`src/rtl/debounce_timer_arbiter_pkg.sv`:
```
// Shared definitions for the shared-timer pushbutton debouncer.
//   btn_state_t            : per-button FSM encoding (3-bit)
//   DEFAULT_CNT_WIDTH      : default width of the shared wait counter
//   DEFAULT_MAX_CLK_COUNT  : default terminal count (40 ms at 12 MHz)
package debounce_timer_arbiter_pkg;

   typedef enum logic [2:0] {
      ST_HIGH    = 3'd0,
      ST_LOW     = 3'd1,
      ST_PENDING = 3'd2,
      ST_WAIT    = 3'd3,
      ST_PRESSED = 3'd4
   } btn_state_t;

   localparam int              DEFAULT_CNT_WIDTH     = 20;
   localparam logic [19:0]     DEFAULT_MAX_CLK_COUNT = 20'd480000 - 20'd1;

endpackage

```
`src/rtl/debounce_timer_arbiter_fsm.sv`:
```
// Per-button debounce state machine. Detects a press edge, requests the
// shared timer, and after the wait re-samples the button to validate it.
//   clk, rst     : clock, synchronous active-high reset
//   inc          : button asserted (already inverted from active-low pad)
//   grant        : arbiter grants the shared timer to this button
//   timer_done   : shared counter reached its terminal value
//   req          : this button is waiting for the timer
//   in_wait      : this button currently owns the timer
//   press_pulse  : single-cycle validated press
//
// state      | meaning
// -----------+-----------------------------------------------------
// ST_HIGH    | released or held after a press; waits for inc == 0
// ST_LOW     | armed; waits for a press edge (inc == 1)
// ST_PENDING | press seen; requesting the timer, inc ignored
// ST_WAIT    | owns the timer; inc sampled only at terminal count
// ST_PRESSED | press validated; emits one pulse
module btn_debounce_fsm
   import debounce_timer_arbiter_pkg::*;
(
   input  logic clk,
   input  logic rst,
   input  logic inc,
   input  logic grant,
   input  logic timer_done,
   output logic req,
   output logic in_wait,
   output logic press_pulse
);

   btn_state_t state, state_nxt;

   always_ff @(posedge clk) begin
      if (rst) state <= ST_HIGH;
      else     state <= state_nxt;
   end

   always_comb begin
      state_nxt   = state;
      req         = 1'b0;
      in_wait     = 1'b0;
      press_pulse = 1'b0;
      case (state)
         ST_HIGH:    if (!inc) state_nxt = ST_LOW;
         ST_LOW:     if (inc)  state_nxt = ST_PENDING;
         ST_PENDING: begin
            req = 1'b1;
            if (grant) state_nxt = ST_WAIT;
         end
         ST_WAIT: begin
            in_wait = 1'b1;
            if (timer_done) state_nxt = inc ? ST_PRESSED : ST_HIGH;
         end
         ST_PRESSED: begin
            press_pulse = 1'b1;
            state_nxt   = ST_HIGH;
         end
         default:    state_nxt = ST_HIGH;
      endcase
   end

endmodule

```
`src/rtl/debounce_timer_arbiter.sv`:
```
// Debounces NUM_BTNS active-low pushbuttons with one shared wait timer.
// A round-robin arbiter hands the timer to one pending button at a time.
//   clk          : system clock
//   rst          : synchronous active-high reset
//   btn_n        : raw pushbuttons, active-low
//   press_pulse  : one-cycle pulse per validated press
//   timer_busy   : some button is in its wait phase
//   timer_owner  : index of the current or last timer owner
module debounce_timer_arbiter
   import debounce_timer_arbiter_pkg::*;
#(
   parameter int                   NUM_BTNS      = 4,
   parameter int                   CNT_WIDTH     = DEFAULT_CNT_WIDTH,
   parameter logic [CNT_WIDTH-1:0] MAX_CLK_COUNT = CNT_WIDTH'(DEFAULT_MAX_CLK_COUNT)
) (
   input  logic                        clk,
   input  logic                        rst,
   input  logic [NUM_BTNS-1:0]         btn_n,
   output logic [NUM_BTNS-1:0]         press_pulse,
   output logic                        timer_busy,
   output logic [$clog2(NUM_BTNS)-1:0] timer_owner
);

   localparam int OW_W = $clog2(NUM_BTNS);

   logic [NUM_BTNS-1:0]  inc;
   logic [NUM_BTNS-1:0]  req;
   logic [NUM_BTNS-1:0]  in_wait;
   logic [NUM_BTNS-1:0]  grant;
   logic [CNT_WIDTH-1:0] count;
   logic                 timer_done;
   logic [OW_W-1:0]      ptr;
   logic [OW_W-1:0]      ptr_nxt;
   logic [OW_W-1:0]      winner;
   logic [OW_W-1:0]      scan_idx;
   logic                 found;
   logic                 grant_any;

   assign inc        = ~btn_n;
   assign timer_busy = |in_wait;
   assign timer_done = (count == MAX_CLK_COUNT);

   for (genvar g = 0; g < NUM_BTNS; g++) begin : g_btn
      btn_debounce_fsm u_fsm (
         .clk         (clk),
         .rst         (rst),
         .inc         (inc[g]),
         .grant       (grant[g]),
         .timer_done  (timer_done),
         .req         (req[g]),
         .in_wait     (in_wait[g]),
         .press_pulse (press_pulse[g])
      );
   end

   // Scan upward from ptr with wrap; first pending index wins.
   always_comb begin
      winner   = '0;
      scan_idx = '0;
      found    = 1'b0;
      for (int k = 0; k < NUM_BTNS; k++) begin
         scan_idx = OW_W'((int'(ptr) + k) % NUM_BTNS);
         if (!found && req[scan_idx]) begin
            found  = 1'b1;
            winner = scan_idx;
         end
      end
      // Granting only while the timer is idle guarantees a single owner.
      grant_any = found && !timer_busy;
      grant     = '0;
      if (grant_any) grant[winner] = 1'b1;
      ptr_nxt   = OW_W'((int'(winner) + 1) % NUM_BTNS);
   end

   always_ff @(posedge clk) begin
      if (rst) begin
         count       <= '0;
         ptr         <= '0;
         timer_owner <= '0;
      end else if (grant_any) begin
         count       <= '0;
         ptr         <= ptr_nxt;
         timer_owner <= winner;
      end else if (timer_busy && !timer_done) begin
         count       <= count + CNT_WIDTH'(1);
      end else begin
         count       <= '0;
      end
   end

endmodule

```
`config.mk`:
```
export PLATFORM = sky130hd
export DESIGN_NAME = debounce_timer_arbiter
export DESIGN_NICKNAME = d
export VERILOG_FILES = /design/src/rtl/debounce_timer_arbiter_pkg.sv /design/src/rtl/debounce_timer_arbiter_fsm.sv /design/src/rtl/debounce_timer_arbiter.sv
export SDC_FILE = /design/constraint.sdc
export NUM_CORES = 1
export LEC_CHECK = 0
export CAP_MARGIN = 20
export CORE_MARGIN = 5
export CORE_UTILIZATION = 40
export CTS_BUF_LIST = sky130_fd_sc_hd__clkbuf_16
export CTS_CLUSTER_DIAMETER = 50
export DETAILED_ROUTE_END_ITERATION = 6
export GPL_TIMING_DRIVEN = 1
export PLACE_DENSITY = 0.65
export SYNTH_ARGS = -nofsm -noshare
export SYNTH_HDL_FRONTEND = slang
export SYNTH_SLANG_ARGS = --single-unit
```
`constraint.sdc`:
```
create_clock -name clk -period 3.36 [get_ports clk]
set_input_delay 0.84 -clock clk [delete_from_list [all_inputs] [get_ports clk]]
set_output_delay 0.84 -clock clk [all_outputs]
set_load 0.02 [all_outputs]
```
# Word-level counts from Yosys, hierarchy flattened

Index checks and enable logic that the tools add are counted.

Magnitude comparators: 6
Bitwise logic cells: 2
Mux-type cells: 55
$add $sub $neg: 5
Equal/unequal tests: 33
Reductions and logical operators: 21

Operator list:

| operator                                                           | count |
|---|---|
| 2-to-1 mux 3 bit                                                   | 20 |
| one-hot mux 3 bit (4 select lines)                                 | 4 |
| inequality test 2 bit (second input constant)                      | 16 |
| == test 3 x 2 -> 1 bit (second input constant)                     | 8 |
| 2-to-1 mux 1 bit                                                   | 21 |
| adder 20 x 1 -> 20 bit (second input constant)                     | 1 |
| == test 20 x 19 -> 1 bit (second input constant)                   | 1 |
| AND reduction 4 bit                                                | 4 |
| < comparator 2 x 3 -> 1 bit (second input constant)                | 5 |
| == test 3 x 1 -> 1 bit (second input constant)                     | 4 |
| == test 3 bit (second input constant)                              | 4 |
| logical NOT 3 bit                                                  | 4 |
| binary-select mux 1 bit (select 2 bit)                             | 4 |
| 2-to-1 mux 2 bit                                                   | 4 |
| logical AND 1 bit                                                  | 6 |
| logical NOT 1 bit                                                  | 5 |
| adder 2 x 1 -> 2 bit (second input constant)                       | 2 |
| adder 2 bit (second input constant)                                | 2 |
| 2-to-1 mux 4 bit                                                   | 1 |
| inverter 4 bit                                                     | 1 |
| OR reduction 4 bit                                                 | 1 |
| OR reduction 3 bit                                                 | 1 |
| demux 1 bit (select 2 bit)                                         | 1 |
| greater-or-equal comparator 2 x 1 -> 1 bit (second input constant) | 1 |
| inverter 1 bit                                                     | 1 |

Word-level logic and storage cells: 129
Output and inout port bits: 7
Bits in registers: 36
Input bits: 6

# Depth between registers and ports, before layout

Depth in word-level cells: 21
Depth in mapped cells: 7
Depth with buffers taken out: 6

# Cells and area by module

Synthesis repeated with hierarchy kept, for this count alone.

Cells, all modules: 222
Area total of the unflattened synthesis: 1923.1 sq um

Modules (own cells, without submodules):

| module                 | area each (sq um) | seq. area each (sq um) | cells each | times used |
|---|---|---|---|---|
| debounce_timer_arbiter | 1332.5            | 480.5                  | 154        | 1 |
| btn_debounce_fsm       | 147.6             | 60.1                   | 17         | 4 |

# Least setup slack after synthesis

OpenSTA, ideal clock, no wires.

Kind: reg-to-reg
Start point: register g_btn[3].u_fsm.state[1]
End point: register g_btn[3].u_fsm.state[1]
Stages on the path, launching flop included: 6
Buffers on the path: 0
Setup time: 117 ps
Period minus slack after synthesis: 1955 ps
Data arrival time: 1839 ps
Path slack: 1405 ps
Data required time: 3243 ps
Cells stage by stage: dfxtp_1 > or3b_1 > o2bb2ai_1 > a211o_1 > or4_1 > a22o_1

Word-level cells in the longest chain between the ends: 21
Elaborated cells between the ends (all ways): 43
Classes of those cells: order compare (2); eq/ne (7); mux (22); reduce/logical (12)

Ends and longest elaborated chain:

| item                                                                                                            | line                             | source |
|---|---|---|
| from (decl)                                                                                                     | debounce_timer_arbiter_fsm.sv:31 | `btn_state_t state, state_nxt;` |
| from (signal assigned)                                                                                          | debounce_timer_arbiter_fsm.sv:35 | `else state <= state_nxt;` |
| == test 3 x 2 -> 1 bit                                                                                          | debounce_timer_arbiter_fsm.sv:43 | `case (state)` |
| 2-to-1 mux 1 bit                                                                                                | debounce_timer_arbiter_fsm.sv:43 |  |
| binary-select mux 1 bit (select 2 bit)                                                                          | debounce_timer_arbiter.sv:63     | `if (!found && req[scan_idx]) begin` |
| 2-to-1 mux 1 bit (not written as such)                                                                          | debounce_timer_arbiter.sv:63     |  |
| 2-to-1 mux 1 bit                                                                                                | debounce_timer_arbiter.sv:63     |  |
| logical NOT 1 bit                                                                                               | debounce_timer_arbiter.sv:63     |  |
| logical AND 1 bit                                                                                               | debounce_timer_arbiter.sv:63     |  |
| 2-to-1 mux 1 bit                                                                                                | debounce_timer_arbiter.sv:63     |  |
| (+5 left out)                                                                                                   | --                               |  |
| 2-to-1 mux 2 bit                                                                                                | debounce_timer_arbiter.sv:63     |  |
| < comparator 2 x 3 -> 1 bit (not written as such) or greater-or-equal comparator 2 x 1 -> 1 bit (tied branches) | debounce_timer_arbiter.sv:71     | `if (grant_any) grant[winner] = 1'b1;` |
| logical AND 1 bit (not written as such)                                                                         | debounce_timer_arbiter.sv:71     |  |
| 2-to-1 mux 1 bit (not written as such)                                                                          | debounce_timer_arbiter.sv:71     |  |
| demux 1 bit (select 2 bit)                                                                                      | debounce_timer_arbiter.sv:71     |  |
| 2-to-1 mux 4 bit                                                                                                | debounce_timer_arbiter.sv:71     |  |
| inequality test 2 bit (no line)                                                                                 | --                               |  |
| AND reduction 4 bit (no line)                                                                                   | --                               |  |

Several ways; a longest one is shown, not always the timed one. The select of a mux whose other input is x is not followed.
A chain may end at the register's enable or synchronous reset.

# Final worst setup path

Start point: register g_btn[3].u_fsm.state[1]
End point: output port timer_busy

Word-level cells in the longest chain between the ends: 3

Ends and longest elaborated chain:

| item                   | line                             | source |
|---|---|---|
| == test 3 x 2 -> 1 bit | debounce_timer_arbiter_fsm.sv:43 |  |
| 2-to-1 mux 1 bit       | debounce_timer_arbiter_fsm.sv:43 |  |
| OR reduction 4 bit     | debounce_timer_arbiter.sv:40     | `assign timer_busy = \|in_wait;` |
| to (decl)              | debounce_timer_arbiter.sv:20     | `output logic timer_busy,` |

No other way between the ends.

==> results.toml <==
[cells_and_area]
fill_cells = 424
finish.utilization = 0.481
instances_no_fill = 269
drive_gt1_frac = 0.0645
ff_latch_area_um2 = 721
multi_input_area_um2 = 967
layout_commonest_cell = "dfxtp_1"
fin_nets = 223
syn_to_final_growth_pct = 18.0
mostFrequentLayoutCells = "36 x dfxtp_1, 33 x nor2_1, 13 x nand2_1"
diodes = 0

[drt]
drc = 0
drt-initial-drc-count = 74
finalWirelength_um = 3430
via_per_inst = 5.27
vias = 1418
drt_pass1_iterations = 4
wl_per_cell_um = 12.8
antenna_left = 0

[grt]
grt_pass1_wl_um = 5970
grt_usage = 0.123
first_global_vias = 1323
antenna_found_initial = 0
grt_max_degree = 20
grt-ovfl-total = 0

[clock_tree]
cts_made_buffers = 5
clock_sinks = 36
h-tree-depth = 2
root_buffer = "clkbuf_16"
post_cts_resized = 0
clkTransAtPathRegs_ns = 0.06
post_cts_buffers = 0
tritoncts = "done"
clk_latency_ns = 0.28
max-clock-path-buffers = 2
hold_buffers = 0

[synth]
muxShareOfSynthArea = 0.0121
synth_top_family_by_area = "simple AND/OR/NAND/NOR gates"
synth_compound_area_frac = 0.112
avgSynthCellArea_um2 = 8.59
synth-async-reset-ratio = 0
synthSimpleGateAreaFrac = 0.326
yosys_warnings = 0
synth.top_cells.by_area = "dfxtp_1 41%, nor2_1 7.1%, xor2_1 5.0%, xnor2_1 4.5%, nor3b_1 3.0%"
synthCells = 204
ys.flop_type = "dfxtp_1"
synth-edff-count = 0
syn-num-nets = 211
synthXorXnorAreaFrac = 0.0950
synth_area_mm2 = 0.00175
ys_seq_area_frac = 0.411
synth_top_cell_by_area = "dfxtp_1"
yosys.cell_types.count = 47
yosysTopAreaCellShare = 0.411
ys_ff_latch = 36
synth-adder-area-share = 0.00714

[pwr]
switching_share = 0.254
pwr-share-clk = 0.446
powerDensity_mw_per_mm2 = 571
p_comb_frac = 0.147
p_sw_mw = 0.300
p_int_mw = 0.880
worst_ir_drop_vdd_v = 0.000250
cellLeakagePower_nw = 0.682
p_total_mw = 1.18
power_frac_seq = 0.408

[floorplan]
dieArea_mm2 = 0.00580
die_y_um = 76.2
coreArea_mm2 = 0.00429
num_io_pins = 13
start_util = 0.408
die_w_um = 76.2
rows = 24

[timing]
layout_min_cycle_time_ns = 2.87
setup_tns_ns = 0
hold_viol = 0
rsz0062_at_grt = "false"
skew_ns = 0.00462
tightest_slew_ns = 0.750
slew_violations = 0
post-route-period-util = 0.854
timing.slew.headroom = 0.495
setup_violations = 0
max_freq_ghz = 0.349
whs_ns = 0.450

[critical_path]
cp.required_ns = 2.52
cp.arrival_ns = 2.03
cp-start-kind = "register"
setup.worst_path.end_class = "output port"
critPathKind = "register to output port"
critPathMaxFanout = 7

[placed_design]
placedCellCount = 261
gp_congestion = 0.777
io_buffers = 12
dp_hpwl_um = 2380

[flow_run]
drv_cap = 0

[min_path]
min_path_type = "register to register"

[status]
outcome = "complete, no violations"
-- final cells by class --
cell class | count | area share
Clock buffer | 5 | 0.0605
Clock inverter | 3 | 0.0206
Inverter | 5 | 0.00908
Multi-Input combinational cell | 155 | 0.468
Sequential cell | 36 | 0.349
Tap cell | 52 | 0.0315
Timing Repair Buffer | 13 | 0.0617
-- flip-flops by register name, summed over array words and instances, names as in the netlist --
name,count
ptr,2
timer_owner,2
g_btn.u_fsm.state,12
count,20
-- final timing paths --
kind / cells past startpoint / to / slack [ns] / startpoint
worst min register to register: 1 / count[0] / 0.45 / count[0]
worst min-delay path: 1 / count[0] / 0.45 / count[0]
worst max register to register: 5 / count[3] / 1.06 / count[3]
worst max-delay path: 4 / timer_busy / 0.49 / g_btn[3].u_fsm.state[1]
-- synthesized netlist by cell type, types with 2 or more instances --
cell and count:
nand3_1 9, and3_1 3, nand3b_1 4, or4_1 2, xnor2_1 9, or4b_2 2, xor2_1 10, nand4_1 6
or3_1 2, nand2b_1 2, a21boi_0 2, a31oi_1 3, buf_4 4, o21ai_0 5, or3b_1 2, nand2_1 13
a21oi_1 4, nor2_1 33, clkbuf_1 4, nor3_1 8, a211oi_1 3, nor4_1 4, inv_1 5, dfxtp_1 36
nor3b_1 7
-- through the flow --
| step | setup WS (ns) | area (um2) |
|---|---|---|
| final | 0.491 | 2070 |
| after global routing | 0.378 | 2070 |
| after CTS | 0.488 | 2070 |
| after detailed placement | 0.798 | 1900 |
| after global placement | 0.842 | 1900 |
| after floorplan | 1.40 | 1750 |
-- cells by family after synthesis --
group                      Yosys count
AOI/OAI and AO/OA                   28
xor gates and xnor gates            19
adders and majority gates            1
buffers and inverters               13
DFF                                 36
muxes                                2
and+or+nand+nor                    105
-- metal layers --
layer,global-route usage,vias to the layer above,share of wire
li1,-,752,-
met1,0.168,634,0.51
met2,0.176,26,0.42
met3,0.0402,6,0.045
met4,0.0524,0,0.018
met5,0,-,0
-- power by group through the flow --
stage          sequential (mW)  clock (mW)  combinational, mW
3_3_place_gp             0.489           0              0.171
5_1_grt                  0.486       0.556              0.192
3_5_place_dp             0.491           0              0.171
2_1_floorplan            0.489           0              0.122
6_report                 0.481       0.526              0.173
4_1_cts                  0.481       0.540              0.172
-- worst max-delay path, stage by stage (launching register included) --
cell             delay (ns)
dfxtp_1                0.41
or2b_1                 0.29
o2111a_1               0.33
inv_1                  0.11
clkdlybuf4s50_1        0.61
Power figures use the tool's default switching activity.
